## src/rtl/fifo_credit_tx.sv

```systemverilog
// Credit-based transmit side feeding a remote push/pop FIFO of DEPTH entries.
// Optional stall statistics counter enabled by defining FIFO_CREDIT_TX_STATS_EN.
module fifo_credit_tx #(
  parameter int unsigned DATA_WIDTH   = 32,
  parameter int unsigned DEPTH        = 8,
  parameter int unsigned ALM_FULL_TH  = 1,
  parameter int unsigned ALM_EMPTY_TH = 1,
  parameter type         dtype        = logic [DATA_WIDTH-1:0],
  parameter int unsigned CNT_W        = $clog2(DEPTH + 1)
) (
  input  logic             clk_i,
  input  logic             rst_i,
  input  logic             flush_i,
  input  logic             valid_i,
  output logic             ready_o,
  input  dtype             data_i,
  output logic             push_o,
  output dtype             data_o,
  input  logic             credit_i,
  output logic             full_o,
  output logic             empty_o,
  output logic             alm_full_o,
  output logic             alm_empty_o,
  output logic [CNT_W-1:0] credits_o,
  output logic             err_o,
  output logic [31:0]      stall_cnt_o
);

  localparam logic [CNT_W-1:0] CredMax    = CNT_W'(DEPTH);
  localparam logic [CNT_W-1:0] AlmFullTh  = CNT_W'(ALM_FULL_TH);
  localparam logic [CNT_W-1:0] AlmEmptyTh = CNT_W'(ALM_EMPTY_TH);

`ifndef COMMON_CELLS_ASSERTS_OFF
  if (DEPTH < 1) begin : g_depth_chk
    $error("fifo_credit_tx: DEPTH must be >= 1");
  end
  if (ALM_FULL_TH > DEPTH) begin : g_af_chk
    $error("fifo_credit_tx: ALM_FULL_TH must be <= DEPTH");
  end
  if (ALM_EMPTY_TH > DEPTH) begin : g_ae_chk
    $error("fifo_credit_tx: ALM_EMPTY_TH must be <= DEPTH");
  end
`endif

  logic [CNT_W-1:0] credits_q, credits_d;
  logic             push_q, push_d;
  dtype             data_q, data_d;
  logic             err_q, err_d;
  logic [CNT_W-1:0] in_flight;
  logic             accept;

  // Ready comes from registered credits only; a returning credit opens ready one cycle later.
  assign ready_o = (credits_q != '0) && !flush_i && !rst_i;
  assign accept  = valid_i && ready_o;

  always_comb begin
    credits_d = credits_q;
    push_d    = accept;
    data_d    = accept ? data_i : data_q;
    err_d     = err_q;
    if (flush_i) begin
      credits_d = CredMax;
    end else if (accept && !credit_i) begin
      credits_d = credits_q - CNT_W'(1);
    end else if (!accept && credit_i) begin
      if (credits_q < CredMax) begin
        credits_d = credits_q + CNT_W'(1);
      end else begin
        err_d = 1'b1;
      end
    end
  end

  always_ff @(posedge clk_i) begin
    if (rst_i) begin
      credits_q <= CredMax;
      push_q    <= 1'b0;
      data_q    <= dtype'('0);
      err_q     <= 1'b0;
    end else begin
      credits_q <= credits_d;
      push_q    <= push_d;
      data_q    <= data_d;
      err_q     <= err_d;
    end
  end

  assign in_flight   = CredMax - credits_q;
  assign push_o      = push_q;
  assign data_o      = data_q;
  assign err_o       = err_q;
  assign credits_o   = credits_q;
  assign full_o      = (credits_q == '0);
  assign empty_o     = (credits_q == CredMax);
  assign alm_full_o  = (in_flight >= AlmFullTh);
  assign alm_empty_o = (in_flight <= AlmEmptyTh);

`ifdef FIFO_CREDIT_TX_STATS_EN
  logic [31:0] stall_q, stall_d;

  // Counts cycles where upstream is blocked purely by lack of credit.
  always_comb begin
    stall_d = stall_q;
    if (valid_i && (credits_q == '0) && !flush_i && (stall_q != '1)) begin
      stall_d = stall_q + 32'd1;
    end
  end

  always_ff @(posedge clk_i) begin
    if (rst_i) begin
      stall_q <= '0;
    end else begin
      stall_q <= stall_d;
    end
  end

  assign stall_cnt_o = stall_q;
`else
  assign stall_cnt_o = '0;
`endif

endmodule

```

## config.mk

```make
export PLATFORM = sky130hd
export DESIGN_NAME = fifo_credit_tx
export DESIGN_NICKNAME = d
export VERILOG_FILES = /design/src/rtl/fifo_credit_tx.sv
export SDC_FILE = /design/constraint.sdc
export NUM_CORES = 1
export LEC_CHECK = 0
export ABC_AREA = 1
export ABC_CLOCK_PERIOD_IN_PS = 5000
export BUFFER_PORTS_ARGS = -buffer_cell sky130_fd_sc_hd__buf_2
export CORE_ASPECT_RATIO = 0.8
export CORE_MARGIN = 4
export CORE_UTILIZATION = 35
export CTS_CLUSTER_SIZE = 24
export DETAILED_ROUTE_END_ITERATION = 8
export GPL_ROUTABILITY_DRIVEN = 0
export HOLD_SLACK_MARGIN = 0.08
export PLACE_DENSITY = 0.72
export REMOVE_ABC_BUFFERS = 1
export SLEW_MARGIN = 20
export SYNTH_ARGS = -nofsm -noshare
export SYNTH_HDL_FRONTEND = slang
export SYNTH_SLANG_ARGS = --single-unit
```

## constraint.sdc

```tcl
create_clock -name clk_i -period 5 [get_ports clk_i]
set_input_delay 0.75 -clock clk_i [delete_from_list [all_inputs] [get_ports clk_i]]
set_output_delay 0.75 -clock clk_i [all_outputs]
set_load 0.1 [all_outputs]
```

==> impl_summary.txt, run 1 <==
----------------------------------------------------
[Placement]
  Total placed instance area ... 2350 µm²
  Worst slack at placement ... 2120 ps
  Placed wire-length estimate ... 3060 µm
  Number of input and output port buffers inserted ... 79

[Die]
  I/O pin total ... 112
  Die Y ... 76.9 µm
  Die footprint ... 7230 µm²
  Horizontal die dimension ... 94.1 µm
  Effective utilization at floorplan ... 37.1%
  Core region area ... 5590 µm²
  Rows ... 24

[Global route]
  Vias in the first global route ... 1496
  Total gr overflow ... 0
  Global-route wire length before repair ... 6840 µm
  Initial antenna violation count ... 0
  Gr usage total ... 11.5%
  Pin count of the biggest net entering global routing ... 68

[STA]
  Relative slew slack ... 34.5%
  Worst clock skew ... 6.36 ps
  Final period demand of the worst path ... 2570 ps
  Actual transition at the worst max-transition pin ... 981 ps
  Unrepaired setup endpoints after global routing ... false
  Number of pins with negative max-slew slack in the final report ... 0
  Total of endpoints with negative setup slack in the final report ... 0
  Fmax ... 389 MHz
  PnR worst setup slack ... 2430 ps
  Final worst hold slack ... 486 ps
  Count of final hold-check violations ... 0
  Period Utilization, post-route ... 51.5%
  Final setup TNS ... 0 ps

[Setup path]
  Startpoint of the worst setup timing path ... rst_i
  Startpoint class of the critical path ... primary input
  Worst setup path class ... primary input to register
  Worst R2R Setup Slack ... 2450 ps
  Category of the worst setup path capture point ... register
  Critical register-to-register path startpoint ... credits_o[3]$_SDFFE_PP1P_
  Crit-path slowest cell ... sky130_fd_sc_hd__buf_4
  Maximum net fanout on the critical path ... 67
  Delay of the slowest cell on the worst path ... 590 ps
  WP data arrival ... 2750 ps
  Data required time of the worst path ... 5180 ps
  Cell-by-cell trace of the critical path ... buf_2, nor2_2, nand3_4, buf_4, inv_1, ha_1, ha_1, a21oi_1, nand3_1, nand3_1, nand2_1
  Worst reg2reg path depth ... 11
  Worst r2r dst ... credits_o[3]$_SDFFE_PP1P_
  End point of the critical path ... credits_o[3]$_SDFFE_PP1P_

[Clocking]
  CTS Hold Bufs ... 0
  Clk Tree Root Cell ... sky130_fd_sc_hd__clkbuf_8
  CTS buffer count ... 5
  Post-CTS setup buffer count ... 0
  Clock sink count ... 38
  Clk_lat worst skew ... 280 ps
  Clock tree from TritonCTS ... yes
  CTS resizes ... 0
  Clock transition at path regs ... 80 ps
  Worst-case clock buffer depth ... 2
  Number of H-tree levels ... 2

[Routing]
  Routed wirelength normalized by instance count ... 9.05 µm
  Via/cell ratio ... 3.72
  Iter 0 DRT Violations ... 60
  Post-route antenna net violation count ... 0
  Post-detailed-route DRC marker count ... 0
  First-pass DRT Iterations ... 4
  Final wirelength ... 4080 µm
  DR vias ... 1677

[Flow run]
  Max-capacitance violation count ... 0

[Synth]
  Synth Area in XOR/XNOR ... 0.422%
  Area share of and/or/nand/nor cells after synthesis ... 32.0%
  Share of synthesized area occupied by flip-flops and latches ... 36.7%
  Count of cell types in the netlist ... 19
  Share of synthesized area spent on multiplexers ... 0%
  Dominant combinational cell family by area after synthesis ... simple AND/OR/NAND/NOR gates
  Cell area after synthesis ... 2070 µm²
  Synthesized-area fraction occupied by adder cells ... 3.38%
  Post-Syn Instances ... 296
  Synthesis warning total ... 0
  Seq cells post-synth ... 38
  Mean instance size in the synthesized netlist ... 7.01 µm²
  Complex-gate fraction of the synthesized area ... 2.17%

[Worst hold path]
  Worst min-delay path class ... register to register

[Cells and area]
  Fill cell count ... 589
  Fin nets ... 414
  Final design area excluding fillers ... 2490 µm²
  # diodes ... 0
  Area Growth Syn to Fin ... 19.9%
  Storage element area ... 761 µm²
  Share of final-layout standard cells stronger than drive strength 1 ... 31.9%
  Area taken by multi-input logic gates ... 908 µm²

[Power]
  Maximum resistive drop on vdd ... 0.137 mV
  Leakage power ... 1.49 nW
  Power density over the cells ... 379 nW/µm²

[Outcome]
  Status ... complete, no violations

----------------------------------------------------
==> cell usage after synthesis <==
cell type | instances | area [µm²]
sky130_fd_sc_hd__a21oi_1 | 5 | 25.0
sky130_fd_sc_hd__xnor2_1 | 1 | 8.76
sky130_fd_sc_hd__nand2_2 | 1 | 6.26
sky130_fd_sc_hd__nor2_2 | 29 | 181
sky130_fd_sc_hd__nor2_1 | 40 | 150
sky130_fd_sc_hd__inv_1 | 48 | 180
sky130_fd_sc_hd__buf_2 | 3 | 15.0
sky130_fd_sc_hd__dfxtp_1 | 38 | 761
sky130_fd_sc_hd__buf_4 | 32 | 240
sky130_fd_sc_hd__nand3_1 | 4 | 20.0
sky130_fd_sc_hd__nand3_4 | 1 | 17.5
sky130_fd_sc_hd__o21ai_0 | 4 | 20.0
sky130_fd_sc_hd__nand2_1 | 77 | 289
sky130_fd_sc_hd__clkbuf_1 | 3 | 11.3
sky130_fd_sc_hd__buf_8 | 1 | 15.0
sky130_fd_sc_hd__fa_1 | 1 | 20.0
sky130_fd_sc_hd__buf_12 | 3 | 60.1
sky130_fd_sc_hd__conb_1 | 1 | 3.75
sky130_fd_sc_hd__ha_1 | 4 | 50.1
==> logic make-up after synthesis <==
family,after synthesis
and+or+nand+nor,152
DFF,38
adders and majority gates,5
buffers and inverters,90
AOI/OAI and AO/OA,9
other,1
xor gates and xnor gates,1
==> layer usage <==
metal	up-vias	global-route usage, %	share of wire (%)	wire [µm]
met1	685	14.0	45	1850
met3	2	4.11	8.8	360
li1	933	-	-	-
met5	-	0	0	0
met2	57	19.3	46	1860
met4	0	2.60	0.17	7
==> sequential cells by signal, indices dropped and copies added (netlist names) <==
name / count
err_o: 1
push_o: 1
credits_o: 4
data_o: 32
==> layout make-up <==
class | instances | share of cell area, %
Multi-Input combinational cell | 199 | 36.5
Tap cell | 78 | 3.92
Timing Repair Buffer | 80 | 16.2
Inverter | 48 | 7.24
Clock inverter | 3 | 2.77
Clock buffer | 5 | 2.77
Sequential cell | 38 | 30.6
==> where the power goes <==
group | leakage (nW) | total [mW] | internal [mW] | switching [mW]
registers | 0.311 | 0.325 | 0.318 | 0.00715
logic | 1.11 | 0.306 | 0.0374 | 0.268
clock network | 0.0683 | 0.311 | 0.200 | 0.111
total | 1.49 | 0.942 | 0.555 | 0.387
==> worst min-delay path by stage <==
stage	from	end	slack, ps	depth (start not counted)
2_1_floorplan	data_i[0]	data_o[0]$_SDFFE_PP0P_	880	2
3_3_place_gp	err_o$_SDFFE_PP0P_	err_o$_SDFFE_PP0P_	490	2
3_5_place_dp	err_o$_SDFFE_PP0P_	err_o$_SDFFE_PP0P_	470	2
4_1_cts	err_o$_SDFFE_PP0P_	err_o$_SDFFE_PP0P_	490	2
5_1_grt	data_o[20]$_SDFFE_PP0P_	data_o[20]$_SDFFE_PP0P_	530	4
6_report	err_o$_SDFFE_PP0P_	err_o$_SDFFE_PP0P_	490	2
==> metrics by stage <==
stage | instances | power [mW] | utilization (%)
finish | 451 | 0.942 | 44.5
global route | 451 | 0.984 | 44.5
CTS | 451 | 0.955 | 44.5
detailed placement | 443 | 0.638 | 42.1
global placement | 443 | 0.637 | 42.1
floorplan | 285 | 0.596 | -
==> worst max-delay path: cells and delay by family <==
family	cells	cell delay, ps
compound gates	1	190
fa+ha+maj	2	600
buf+inv	3	780
simple gates	5	370
==> layout by cell type, fill, tap and decap left out <==
cell type and n:
sky130_fd_sc_hd__a21oi_1 5, sky130_fd_sc_hd__buf_2 79, sky130_fd_sc_hd__buf_4 1, sky130_fd_sc_hd__bufinv_16 2
sky130_fd_sc_hd__clkbuf_8 5, sky130_fd_sc_hd__clkinv_4 1, sky130_fd_sc_hd__conb_1 32, sky130_fd_sc_hd__dfxtp_1 38
sky130_fd_sc_hd__fa_1 1, sky130_fd_sc_hd__ha_1 4, sky130_fd_sc_hd__inv_1 48, sky130_fd_sc_hd__nand2_1 77
sky130_fd_sc_hd__nand2_2 1, sky130_fd_sc_hd__nand3_1 4, sky130_fd_sc_hd__nand3_4 1, sky130_fd_sc_hd__nor2_1 40
sky130_fd_sc_hd__nor2_2 29, sky130_fd_sc_hd__o21ai_0 4, sky130_fd_sc_hd__xnor2_1 1
Power figures use the tool's default switching activity.
==> run 2, diff against run 1 <==
ABC_CLOCK_PERIOD_IN_PS = 2400   (was 5000)
clock period = 2.4 ns   (was 5 ns; I/O delays follow)
==> run 2 against run 1 <==
Sequential power grew 110%. Utilization rose by 0.22 points. Die area stayed put. Routed wire length grew 3.3%. Global-route usage increased by 0.063 points. Sequential cell count unchanged. First-iteration DRC count increased by 10%. Combinational power is 110% higher. Clock power grew 110%. Largest cell class unchanged. Largest power group unchanged.
==> impl_summary.txt, run 2 (synthesis results as in run 1) <==
----------------------------------------------------
[Routing]
  Post-detailed-route DRC marker count ... 0 (unchanged)
  First-pass DRT Iterations ... 4 (unchanged)
  Via/cell ratio ... 3.82 (+2.7%)
  Iter 0 DRT Violations ... 66 (+10%)
  Final wirelength ... 4220 µm (+3.3%)
  Routed wirelength normalized by instance count ... 9.33 µm (+3.1%)
  DR vias ... 1726 (+2.9%)
  Post-route antenna net violation count ... 0 (unchanged)

[Clocking]
  Clock sink count ... 38 (unchanged)
  Clk Tree Root Cell ... sky130_fd_sc_hd__clkbuf_8
  CTS Hold Bufs ... 0 (unchanged)
  CTS buffer count ... 5 (unchanged)
  Clk_lat worst skew ... 280 ps (about the same)
  Clock transition at path regs ... 80 ps (about the same)
  Worst-case clock buffer depth ... 2 (unchanged)
  Number of H-tree levels ... 2 (unchanged)
  Clock tree from TritonCTS ... yes
  Post-CTS setup buffer count ... 0 (unchanged)
  CTS resizes ... 0 (unchanged)

[Cells and area]
  Share of final-layout standard cells stronger than drive strength 1 ... 32.1% (+0.18 points)
  Most frequent cells in the layout ... sky130_fd_sc_hd__buf_2 (79), sky130_fd_sc_hd__nand2_1 (77), sky130_fd_sc_hd__inv_1 (48)
  Area Growth Syn to Fin ... 20.5%
  # diodes ... 0 (unchanged)
  Flip-flop count of the largest register after layout ... 32 (unchanged)
  Fin nets ... 415 (+0.24%)
  Final Non-Filler Cells ... 452 (+0.22%)
  Most frequent standard cell in the layout excluding fill and tap cells ... sky130_fd_sc_hd__buf_2

[Placement]
  Number of placed instances with taps included ... 444 (+0.23%)
  Number of input and output port buffers inserted ... 79 (unchanged)
  Worst slack at placement ... 379 ps (-1740 ps)
  Placed wire-length estimate ... 3180 µm (+4.1%)

[Global route]
  Pin count of the biggest net entering global routing ... 67 (-1.5%)
  Initial antenna violation count ... 0 (unchanged)
  Most crowded layer after global routing ... met2
  GRT met2 Usage ... 19.8% (+0.57 points)
  Met1 layer usage reported by global route ... 13.3% (-0.65 points)
  Vias in the first global route ... 1571 (+5.0%)
  Gr usage total ... 11.5% (+0.063 points)
  Met3 layer usage reported by global route ... 4.01% (-0.098 points)
  Total gr overflow ... 0 (unchanged)
  Global-route wire length before repair ... 6840 µm (-0.10%)

[Setup path]
  Crit-path slowest cell ... sky130_fd_sc_hd__buf_2
  Data required time of the worst path ... 2040 ps (-3140 ps)
  WP data arrival ... 1600 ps (-1150 ps)
  Maximum net fanout on the critical path ... 5 (-93%)
  Crit path buffers/inverters ... 2 (-1)
  Cell-by-cell trace of the critical path ... nor2_2, nand2_1, nor2_1, inv_1, o21ai_0, buf_2
  Startpoint class of the critical path ... register
  Dominant delay contributor by cell family on the critical path ... buffers and inverters
  Delay of the slowest cell on the worst path ... 450 ps (-140 ps)
  Category of the worst setup path capture point ... primary output
  Worst setup path class ... register to primary output

[Die]
  I/O pin total ... 112 (unchanged)
  Rows ... 24 (unchanged)
  Die Y ... 76.9 µm (unchanged)
  Die footprint ... 7230 µm² (unchanged)
  Horizontal die dimension ... 94.1 µm (unchanged)
  Core region area ... 5590 µm² (unchanged)
  Effective utilization at floorplan ... 37.1% (unchanged)

[Outcome]
  Status ... complete, no violations

[Power]
  Maximum resistive drop on vdd ... 0.338 mV (+150%)
  Leakage power ... 1.50 nW (+0.53%)
  Power density over the cells ... 793 nW/µm² (+110%)

[STA]
  Final period demand of the worst path ... 1960 ps
  Period Utilization, post-route ... 81.8%
  Unrepaired setup endpoints after global routing ... false
  Total of endpoints with negative setup slack in the final report ... 0 (unchanged)
  Actual transition at the worst max-transition pin ... 778 ps (-203 ps)
  Worst clock skew ... 4.05 ps (-2.32 ps)
  Fmax ... 509 MHz
  Relative slew slack ... 48.1% (+14 points)
  PnR worst setup slack ... 436 ps (-1990 ps)
  Number of pins with negative max-slew slack in the final report ... 0 (unchanged)
  Count of final hold-check violations ... 0 (unchanged)

[Flow run]
  Max-capacitance violation count ... 0 (unchanged)

[Worst hold path]
  Worst min-delay path class ... primary input to register

----------------------------------------------------
run 2: cell types whose count changed in the layout (fill, tap and decap cells not counted), sizes merged:
cell    change
buf         +1
clkbuf      +1
clkinv      -1
run 2: path summary, 6_finish.rpt:
| kind | depth (start not counted) | end | from | slack, ps |
|---|---|---|---|---|
| worst max-delay path | 6 | alm_empty_o | credits_o[1]$_SDFFE_PP0P_ | 440 |
| worst min-delay path | 3 | data_o[15]$_SDFFE_PP0P_ | data_i[15] | 300 |
| worst min register to register | 2 | err_o$_SDFFE_PP0P_ | err_o$_SDFFE_PP0P_ | 470 |
| worst max register to register | 10 | credits_o[1]$_SDFFE_PP0P_ | credits_o[2]$_SDFFE_PP0P_ | 540 |
run 2: metrics by stage:
stage	area [µm²]	TNS [ps]	utilization (%)	hold WS [ps]	power [mW]
final	2500	0	44.8	298	1.98
after global routing	2500	0	44.8	291	2.07
after CTS	2500	0	44.8	283	2.01
after detailed placement	2360	0	42.2	455	1.33
after global placement	2360	0	42.2	447	1.33
after floorplan	1850	-7820	-	488	1.24
run 2: where the power goes:
group / total [mW] / internal (mW) / leakage [nW] / switching (mW)
sequential: 0.677 / 0.662 / 0.311 / 0.0151
clock: 0.666 / 0.443 / 0.0714 / 0.222
combinational: 0.639 / 0.0788 / 1.12 / 0.560
run 2: area by class of cell:
type	count	area, µm²
tap	78	97.6
clock buffer	6	82.6
sequential	38	761
clock inverter	2	60.1
timing repair buffer	81	410
inverter	48	180
multi-input combinational	199	908
fill	609	3090
run 2: metal layers:
layer	up-vias	routed length [µm]
met5	-	0
met4	0	29
met3	4	363
met2	57	1950
met1	724	1880
li1	941	-
run 2: tightest hold or removal path, stage by stage:
cell	delay (ps)
sky130_fd_sc_hd__buf_2	70
sky130_fd_sc_hd__nor2_1	30
sky130_fd_sc_hd__nor2_1	80
